[src/rtl/y86_pkg.sv]
// Shared Y86 constants: register IDs, the "no register" ID and default widths.
package y86_pkg;

  localparam int unsigned DEF_DATA_W = 32;
  localparam int unsigned DEF_AW     = 4;

  localparam logic [DEF_AW-1:0] RNONE = 4'hF;

  localparam logic [DEF_AW-1:0] EAX = 4'h0;
  localparam logic [DEF_AW-1:0] ECX = 4'h1;
  localparam logic [DEF_AW-1:0] EDX = 4'h2;
  localparam logic [DEF_AW-1:0] EBX = 4'h3;
  localparam logic [DEF_AW-1:0] ESP = 4'h4;
  localparam logic [DEF_AW-1:0] EBP = 4'h5;
  localparam logic [DEF_AW-1:0] ESI = 4'h6;
  localparam logic [DEF_AW-1:0] EDI = 4'h7;

endpackage

[src/rtl/y86_sb_counter.sv]
// Saturating pending-write counter: +inc minus up to two retires per cycle;
// ovf/unf flag the cycle in which saturation clamps the result.
module y86_sb_counter #(
  parameter int unsigned CNT_W = 2
) (
  input  logic             clk,
  input  logic             reset,
  input  logic             inc,
  input  logic [1:0]       dec,
  output logic [CNT_W-1:0] count,
  output logic             ovf,
  output logic             unf
);

  logic [1:0]     nDec;
  logic [CNT_W:0] up;
  logic [CNT_W:0] nxt;

  // One extra bit catches the +1 overflow; underflow is detected before subtracting.
  always_comb begin
    nDec = {1'b0, dec[0]} + {1'b0, dec[1]};
    up   = {1'b0, count} + {{CNT_W{1'b0}}, inc};
    unf  = up < (CNT_W+1)'(nDec);
    nxt  = up - (CNT_W+1)'(nDec);
    ovf  = !unf && nxt[CNT_W];
  end

  always_ff @(posedge clk or negedge reset) begin
    if (!reset) begin
      count <= '0;
    end else if (unf) begin
      count <= '0;
    end else if (!ovf) begin
      count <= nxt[CNT_W-1:0];
    end
  end

endmodule

[src/rtl/y86_regfile_mp.sv]
// Multi-port Y86 register file with pending-write scoreboard.
// Optional write-to-read bypass: define REGFILE_BYPASS_EN.
module y86_regfile_mp
  import y86_pkg::*;
#(
  parameter int unsigned DATA_W = DEF_DATA_W,
  parameter int unsigned NREG   = 8,
  parameter int unsigned AW     = DEF_AW,
  parameter int unsigned NRD    = 2,
  parameter int unsigned CNT_W  = 2
) (
  input  logic                  clk,
  input  logic                  reset,
  input  logic [NRD*AW-1:0]     rd_src,
  output logic [NRD*DATA_W-1:0] rd_data,
  output logic [NRD-1:0]        rd_busy,
  input  logic                  wr_m_en,
  input  logic [AW-1:0]         wr_m_dst,
  input  logic [DATA_W-1:0]     wr_m_val,
  input  logic                  wr_e_en,
  input  logic [AW-1:0]         wr_e_dst,
  input  logic [DATA_W-1:0]     wr_e_val,
  input  logic                  iss_en,
  input  logic [AW-1:0]         iss_dst,
  output logic                  sb_err
);

  localparam int unsigned   IW      = (NREG > 1) ? $clog2(NREG) : 1;
  localparam logic [AW-1:0] NREG_ID = AW'(NREG);

  logic [DATA_W-1:0] regs [NREG];
  logic [CNT_W-1:0]  cnt  [NREG];
  logic [NREG-1:0]   ovf;
  logic [NREG-1:0]   unf;
  logic              wrMAcc;
  logic              wrEAcc;
  logic              issAcc;

  assign wrMAcc = wr_m_en && (wr_m_dst < NREG_ID);
  assign wrEAcc = wr_e_en && (wr_e_dst < NREG_ID);
  assign issAcc = iss_en  && (iss_dst  < NREG_ID);

  // E is applied after M so it wins a same-register collision.
  always_ff @(posedge clk or negedge reset) begin
    if (!reset) begin
      for (int unsigned r = 0; r < NREG; r++) regs[r] <= '0;
    end else begin
      if (wrMAcc) regs[wr_m_dst[IW-1:0]] <= wr_m_val;
      if (wrEAcc) regs[wr_e_dst[IW-1:0]] <= wr_e_val;
    end
  end

  for (genvar r = 0; r < NREG; r++) begin : g_sb
    logic       inc;
    logic [1:0] dec;
    assign inc = issAcc && (iss_dst == AW'(r));
    assign dec = {wrEAcc && (wr_e_dst == AW'(r)), wrMAcc && (wr_m_dst == AW'(r))};
    y86_sb_counter #(.CNT_W(CNT_W)) u_cnt (
      .clk  (clk),
      .reset(reset),
      .inc  (inc),
      .dec  (dec),
      .count(cnt[r]),
      .ovf  (ovf[r]),
      .unf  (unf[r])
    );
  end

  always_ff @(posedge clk or negedge reset) begin
    if (!reset) begin
      sb_err <= 1'b0;
    end else if (|{ovf, unf}) begin
      sb_err <= 1'b1;
    end
  end

  logic [AW-1:0] src;
`ifdef REGFILE_BYPASS_EN
  logic [1:0]    nRet;
  logic          drained;
`endif

  always_comb begin
    rd_data = '0;
    rd_busy = '0;
    src     = '0;
`ifdef REGFILE_BYPASS_EN
    nRet    = '0;
    drained = 1'b0;
`endif
    for (int unsigned i = 0; i < NRD; i++) begin
      src = rd_src[i*AW +: AW];
      if (src < NREG_ID) begin
`ifdef REGFILE_BYPASS_EN
        if (wrEAcc && (wr_e_dst == src)) begin
          rd_data[i*DATA_W +: DATA_W] = wr_e_val;
        end else if (wrMAcc && (wr_m_dst == src)) begin
          rd_data[i*DATA_W +: DATA_W] = wr_m_val;
        end else begin
          rd_data[i*DATA_W +: DATA_W] = regs[src[IW-1:0]];
        end
        // Busy drops early only when this cycle's retires empty the counter with no new issue.
        nRet    = {1'b0, wrEAcc && (wr_e_dst == src)} + {1'b0, wrMAcc && (wr_m_dst == src)};
        drained = !(issAcc && (iss_dst == src)) &&
                  ((CNT_W+2)'(nRet) >= (CNT_W+2)'(cnt[src[IW-1:0]]));
        rd_busy[i] = (cnt[src[IW-1:0]] != '0) && !drained;
`else
        rd_data[i*DATA_W +: DATA_W] = regs[src[IW-1:0]];
        rd_busy[i] = (cnt[src[IW-1:0]] != '0);
`endif
      end
    end
  end

endmodule

[config.mk]
export PLATFORM = sky130hd
export DESIGN_NAME = y86_regfile_mp
export DESIGN_NICKNAME = d
export VERILOG_FILES = /design/src/rtl/y86_pkg.sv /design/src/rtl/y86_sb_counter.sv /design/src/rtl/y86_regfile_mp.sv
export SDC_FILE = /design/constraint.sdc
export NUM_CORES = 1
export LEC_CHECK = 0
export ABC_AREA = 1
export CORE_ASPECT_RATIO = 0.7
export CORE_MARGIN = 2
export CORE_UTILIZATION = 54
export CTS_BUF_LIST = sky130_fd_sc_hd__clkbuf_16
export DETAILED_ROUTE_END_ITERATION = 7
export PLACE_DENSITY_LB_ADDON = 0.05
export RECOVER_POWER = 25
export SYNTH_ARGS = -nofsm -noshare
export SYNTH_HDL_FRONTEND = slang
export SYNTH_HIERARCHICAL = 1
export SYNTH_SLANG_ARGS = --single-unit
[constraint.sdc]
create_clock -name clk -period 2.2 [get_ports clk]
set_input_delay 0.44 -clock clk [delete_from_list [all_inputs] [get_ports clk]]
set_output_delay 0.44 -clock clk [all_outputs]
set_load 0.1 [all_outputs]
# [Yosys cells after proc, flatten, opt, wreduce, memory -nomap -nowiden]
# Index checks and enable logic that the tools add are counted.
[op_classes] n_addsub=24 mux=40 bitwise=4 n_eq_ne=29 magnitude_cmp=19 n_reduce_logical=51
[op_table] cell="256-bit bitwise mux" n=2
[op_table] cell="256-bit 2-to-1 mux" n=2
[op_table] cell="32-bit 2-to-1 mux" n=8
[op_table] cell="32-bit binary-select mux with 3-bit select" n=2
[op_table] cell="32-bit demux with 3-bit select" n=2
[op_table] cell="4-bit by 3-bit equality test with 1-bit output, second input constant" n=12
[op_table] cell="2-bit 2-to-1 mux" n=20
[op_table] cell="1-bit logical AND" n=37
[op_table] cell="2-bit by 1-bit adder with 3-bit output" n=8
[op_table] cell="4-bit by 2-bit equality test with 1-bit output, second input constant" n=6
[op_table] cell="3-bit by 2-bit < comparator with 1-bit output" n=8
[op_table] cell="3-bit by 2-bit subtractor with 3-bit output" n=8
[op_table] cell="4-bit < comparator, second input constant" n=5
[op_table] cell="1-bit by 1-bit adder with 2-bit output" n=8
[op_table] cell="4-bit >= comparator, second input constant" n=4
[op_table] cell="2-bit inequality test, second input constant" n=8
[op_table] cell="3-bit inverter with 4-bit output" n=4
[op_table] cell="16-bit OR reduction" n=1
[op_table] cell="2-bit binary-select mux with 3-bit select" n=2
[op_table] cell="4-bit by 1-bit equality test with 1-bit output, second input constant" n=3
[op_table] cell="4-bit logical NOT" n=3
[op_table] cell="1-bit logical NOT" n=8
[op_table] cell="4-bit by 1-bit < comparator with 1-bit output, second input constant" n=2
[op_table] cell="2-bit nonzero test" n=2
[op_table] cell="1-bit 2-to-1 mux" n=2
[word_totals] in_bits=89 register_bits=273

# [Logic depth before layout (Yosys ltp)]
[logic_depth] depth_word=9 mapped_depth=17 depth_no_buf=16

# [By module]
# Netlist, hierarchy kept.
[modules_own_cells] mod="y86_regfile_mp" cells_each=2802 area_per_inst_um2=18043.6 instances=1 seq_area_each_um2=6431.2
[modules_own_cells] mod="y86_sb_counter" cells_each=32 area_per_inst_um2=241.5 instances=8 seq_area_each_um2=50.0

# [Least setup slack after synthesis]
# OpenSTA, ideal clock, no wires.
[synth_timing] path_type="input to output" from="in rd_src[5]" to="out rd_data[46]" path_slack_ns=-0.723 path_buffers=3 arrival_ns=2.483 path_stages=7 path_cell_list="buf_2 > buf_4 > clkbuf_1 > o211ai_1 > nand3_1 > nand2_1 > nor2_1"
[synth_via] elab_chain_len=5 elab_cells_between_ends=6 classes_between="order compare (1); mux (4); bitwise (1)"
[synth_rtl] item="from (decl)" line="y86_regfile_mp.sv:14" rtl="input logic [NRD*AW-1:0] rd_src,"
[synth_rtl] item="3-bit inverter with 4-bit output (implied by the code)" line="y86_regfile_mp.sv:108" rtl="rd_data[i*DATA_W +: DATA_W] = regs[src[IW-1:0]];"
[synth_rtl] item="32-bit binary-select mux with 3-bit select" line="y86_regfile_mp.sv:108"
[synth_rtl] item="32-bit 2-to-1 mux (implied by the code) (2 in series)" line="y86_regfile_mp.sv:108"
[synth_rtl] item="32-bit 2-to-1 mux *" line="y86_regfile_mp.sv:93" rtl="if (src < NREG_ID) begin"
[synth_rtl] item="to (decl)" line="y86_regfile_mp.sv:15" rtl="output logic [NRD*DATA_W-1:0] rd_data,"
# Every way passes the cells marked *; elsewhere a longest branch is shown, timed or not. The select of a mux whose other input is x is not followed.

# [Worst setup path in the final report]
[layout_timing] from="reg g_sb[2].u_cnt.count[0]" to="reg sb_err"
[layout_via] elab_chain_len=5 elab_cells_between_ends=6 classes_between="add/sub (2); order compare (1); reduce/logical (3)"
[layout_rtl] item="from (decl)" line="y86_sb_counter.sv:10" rtl="output logic [CNT_W-1:0] count,"
[layout_rtl] item="from (signal assigned)" line="y86_sb_counter.sv:34" rtl="count <= nxt[CNT_W-1:0];"
[layout_rtl] item="2-bit by 1-bit adder with 3-bit output *" line="y86_sb_counter.sv:22" rtl="up = {1'b0, count} + {{CNT_W{1'b0}}, inc};"
[layout_rtl] item="3-bit by 2-bit < comparator with 1-bit output" line="y86_sb_counter.sv:23" rtl="unf = up < (CNT_W+1)'(nDec);"
[layout_rtl] item="1-bit logical NOT" line="y86_sb_counter.sv:25" rtl="ovf = !unf && nxt[CNT_W];"
[layout_rtl] item="1-bit logical AND *" line="y86_sb_counter.sv:25"
[layout_rtl] item="named net ovf[2]" line="y86_regfile_mp.sv:33" rtl="logic [NREG-1:0] ovf;"
[layout_rtl] item="16-bit OR reduction *" line="y86_regfile_mp.sv:72" rtl="end else if (|{ovf, unf}) begin"
[layout_rtl] item="to (signal assigned)" line="y86_regfile_mp.sv:71" rtl="sb_err <= 1'b0;"
[layout_rtl] item="to (signal assigned)" line="y86_regfile_mp.sv:73" rtl="sb_err <= 1'b1;"
[layout_rtl] item="to (decl)" line="y86_regfile_mp.sv:25" rtl="output logic sb_err"
# The timed path passes the listed nets; every way through them passes the cells marked *.
# A chain may end at the register's enable or synchronous reset.

==> reports/qor.yml <==
grt_usage: 0.405
dp_slack_ns: -0.971
row_count: 58
finalHoldViolations: 0
worstPathArrival_ns: 2.73
die_h_um: 165
gp_congestion: 0.966
max_stage_delay_ns: 0.40
crit_path_max_fanout: 2
start_util: 0.552
hold_ws_ns: 0.517
clk_pin_slew_ns: 0.07
die_w_um: 234
regArea_um2: 6840
nNetsFinal: 3319
fin_util: 0.718
finalSetupViolCount: 8
required_ns: 2.66
ys_seq_area_frac: 0.342
final_cell_mix: "593 x nand2_1, 471 x nand3_1, 346 x inv_1, 270 x dfrtp_1, 172 x o21ai_0"
drtPass1Iterations: 8
yosysTopAreaCell: "dfrtp_1"
final_common_cell: "nand2_1"
multi_input_area_um2: 12000
synth.avg_cell_area_um2: 6.53
synth-compound-area-share: 0.181
die_area_um2: 38600
tightest_slew_ns: 1.07
synth_xor_area_frac: 0
drive_gt1_frac: 0.219
synthAdderAreaFrac: 0.0361
fill_cells: 2913
wirelength_um: 80100
ys_ff_latch: 273
cp_top_family: "adder cells"
drc: 0
clkLatencyLatePin_ns: 0.60
ant_nets: 0
cts_buffer_depth: 3
cts_made_buffers: 30
p_leak_nw: 12.9
post_drt_via_cell_ratio: 6.17
crit_path_end_kind: "flop"
portBuffers: 155
ioPinCount: 156
routedWlPerCell_um: 21.7
fin_area_um2: 26000
syn_to_final_growth_pct: 30.1
setup_ws_ns: -0.0690
grt_pass1_vias: 21000
timing.final.crit_share: 1.03
crit_buf_inv: 3
drv_slew: 0
max_freq_mhz: 441
synth_area_leaders: "dfrtp_1 34%, nand2_1 12%, nand3_1 12%"
grt_max_degree: 87
vias: 22700
maxCapViolCount: 0
ys_warn_count: 6
period_needed_ns: 2.27
ir_drop_mv: 0.646
syn_nets: 3195
yosys.area_share.simple: 0.306
fin_skew_ns: 0.00485
ys.flop_type: "dfrtp_1"
syn_area_um2: 20000
status: "finished with violations"
synth.top_cell.area_share: 0.342
place_area_um2: 23800
yosys.cell_types.count: 25
power.density_nw_per_um2: 810
crit_path_cell_trace: "buf_6 -> ha_4 -> ha_4 -> inv_2 -> fa_2 -> inv_2 -> nand2_1 -> nand2_1 -> nor2_1 -> nor2_1 -> nand2_1 -> nor3_2 -> nand4_1"
cts_max_level: 1
worstHoldPathType: "primary input to flop"
max_slew_margin: 0.287
cts_root_buf: "clkbuf_16"
tns_ns: -0.158
crit_slowest_cell: "dfrtp_1"
grt_antenna_before_repair: 7
core-area_um2: 36200
cts_tree: "done"
failed_checks: "negative setup slack"
cpMostUsedCell: "nand2_1"
clock-sinks: 273
grt_overflow: 0
start_kind: "flop"
grt_pass1_wl_um: 121000
grt_setup_unrepaired: "true"
synth.mux.area_fraction: 0
synth_top_family_by_area: "simple AND/OR/NAND/NOR gates"
critPathKind: "flop to flop"
synth_cells: 3058
synth-edff-count: 0
synthArstFlopShare: 1.00
hpwl_um: 48000
drt_iter0_drc: 2756
state kept, by name, summed over array words and instances, names as in the netlist:
register          cells
regs                256
sb_err                1
g_sb.u_cnt/count     16
per-stage QoR:
stage                     instances  total power, mW
final                          3684             21.1
after global routing           3684             22.3
after CTS                      3668             20.5
after detailed placement       3588             15.1
after global placement         3588             14.7
after floorplan                3058             12.5
Yosys cell counts, types with 64 or more instances:
cell type and n:
a21oi_1 130, buf_2 127, clkbuf_1 89, dfrtp_1 273, inv_1 410, nand2_1 660, nand3_1 480, nor2_1 246
o211ai_1 128, o21ai_0 229, o21ai_1 91, o22ai_1 64
worst min-delay path: cells and delay by family:
kind                   cells  cell delay, ns
buffers and inverters      1            0.44
AO/OA/AOI/OAI              1            0.08
AND/OR/NAND/NOR            1            0.12
power by group:
| group | total, mW | switching [mW] | leakage [nW] | internal, mW |
|---|---|---|---|---|
| sequential | 7.18 | 0.832 | 3.18 | 6.35 |
| clock | 5.17 | 2.25 | 0.495 | 2.92 |
| combinational | 8.70 | 5.45 | 9.22 | 3.25 |
| total | 21.1 | 8.54 | 12.9 | 12.5 |
repair_timing:
| action | in CTS | in global routing |
|---|---|---|
| cloned | 0 | 2 |
| hold buffers | 1 | 0 |
| endpoints found under the setup margin | 31 | 76 |
| gates resized for setup | 126 | 259 |
| endpoints found under the hold margin | 59 | 0 |
| pin swaps | 65 | 112 |
| setup buffers | 30 | 12 |
final timing paths:
kind / from / endpoint / slack [ns] / cells after the start
min in group asynchronous: reset / regs[172]$_DFF_PN0_ / 0.58 / 2
worst max-delay path: g_sb[2].u_cnt/count[0]$_DFFE_PN0P_ / sb_err$_DFFE_PN0P_ / -0.07 / 13
worst min-delay path: wr_m_val[12] / regs[236]$_DFF_PN0_ / 0.52 / 3
worst max register to register: g_sb[2].u_cnt/count[0]$_DFFE_PN0P_ / sb_err$_DFFE_PN0P_ / -0.07 / 13
worst min register to register: sb_err$_DFFE_PN0P_ / sb_err$_DFFE_PN0P_ / 0.56 / 2
max in group asynchronous: reset / regs[17]$_DFF_PN0_ / 0.31 / 3
metal layers:
metal	track usage	up-vias	share of wire	wire length, µm
met5	0	-	0.00057	46
met4	0.170	6	0.045	3620
met3	0.0963	292	0.13	10100
met2	0.592	1515	0.42	33900
met1	0.573	10600	0.41	32400
li1	-	10300	-	-
logic make-up (layout without fill, tap and decap cells):
logic type	after synthesis	count (layout)
and+or+nand+nor	1431	1431
buffers and inverters	664	807
AOI/OAI and AO/OA	642	642
DFF	273	273
adders and majority gates	48	48
other	0	3
area by class of cell:
cell class / instances / area share
timing repair buffer: 328 / 0.151
tap: 480 / 0.0231
clock inverter: 21 / 0.00799
antenna: 3 / 0.000289
multi-input combinational: 2121 / 0.463
clock buffer: 30 / 0.0289
sequential: 273 / 0.263
inverter: 428 / 0.0631
(Power assumes the default switching activity.)
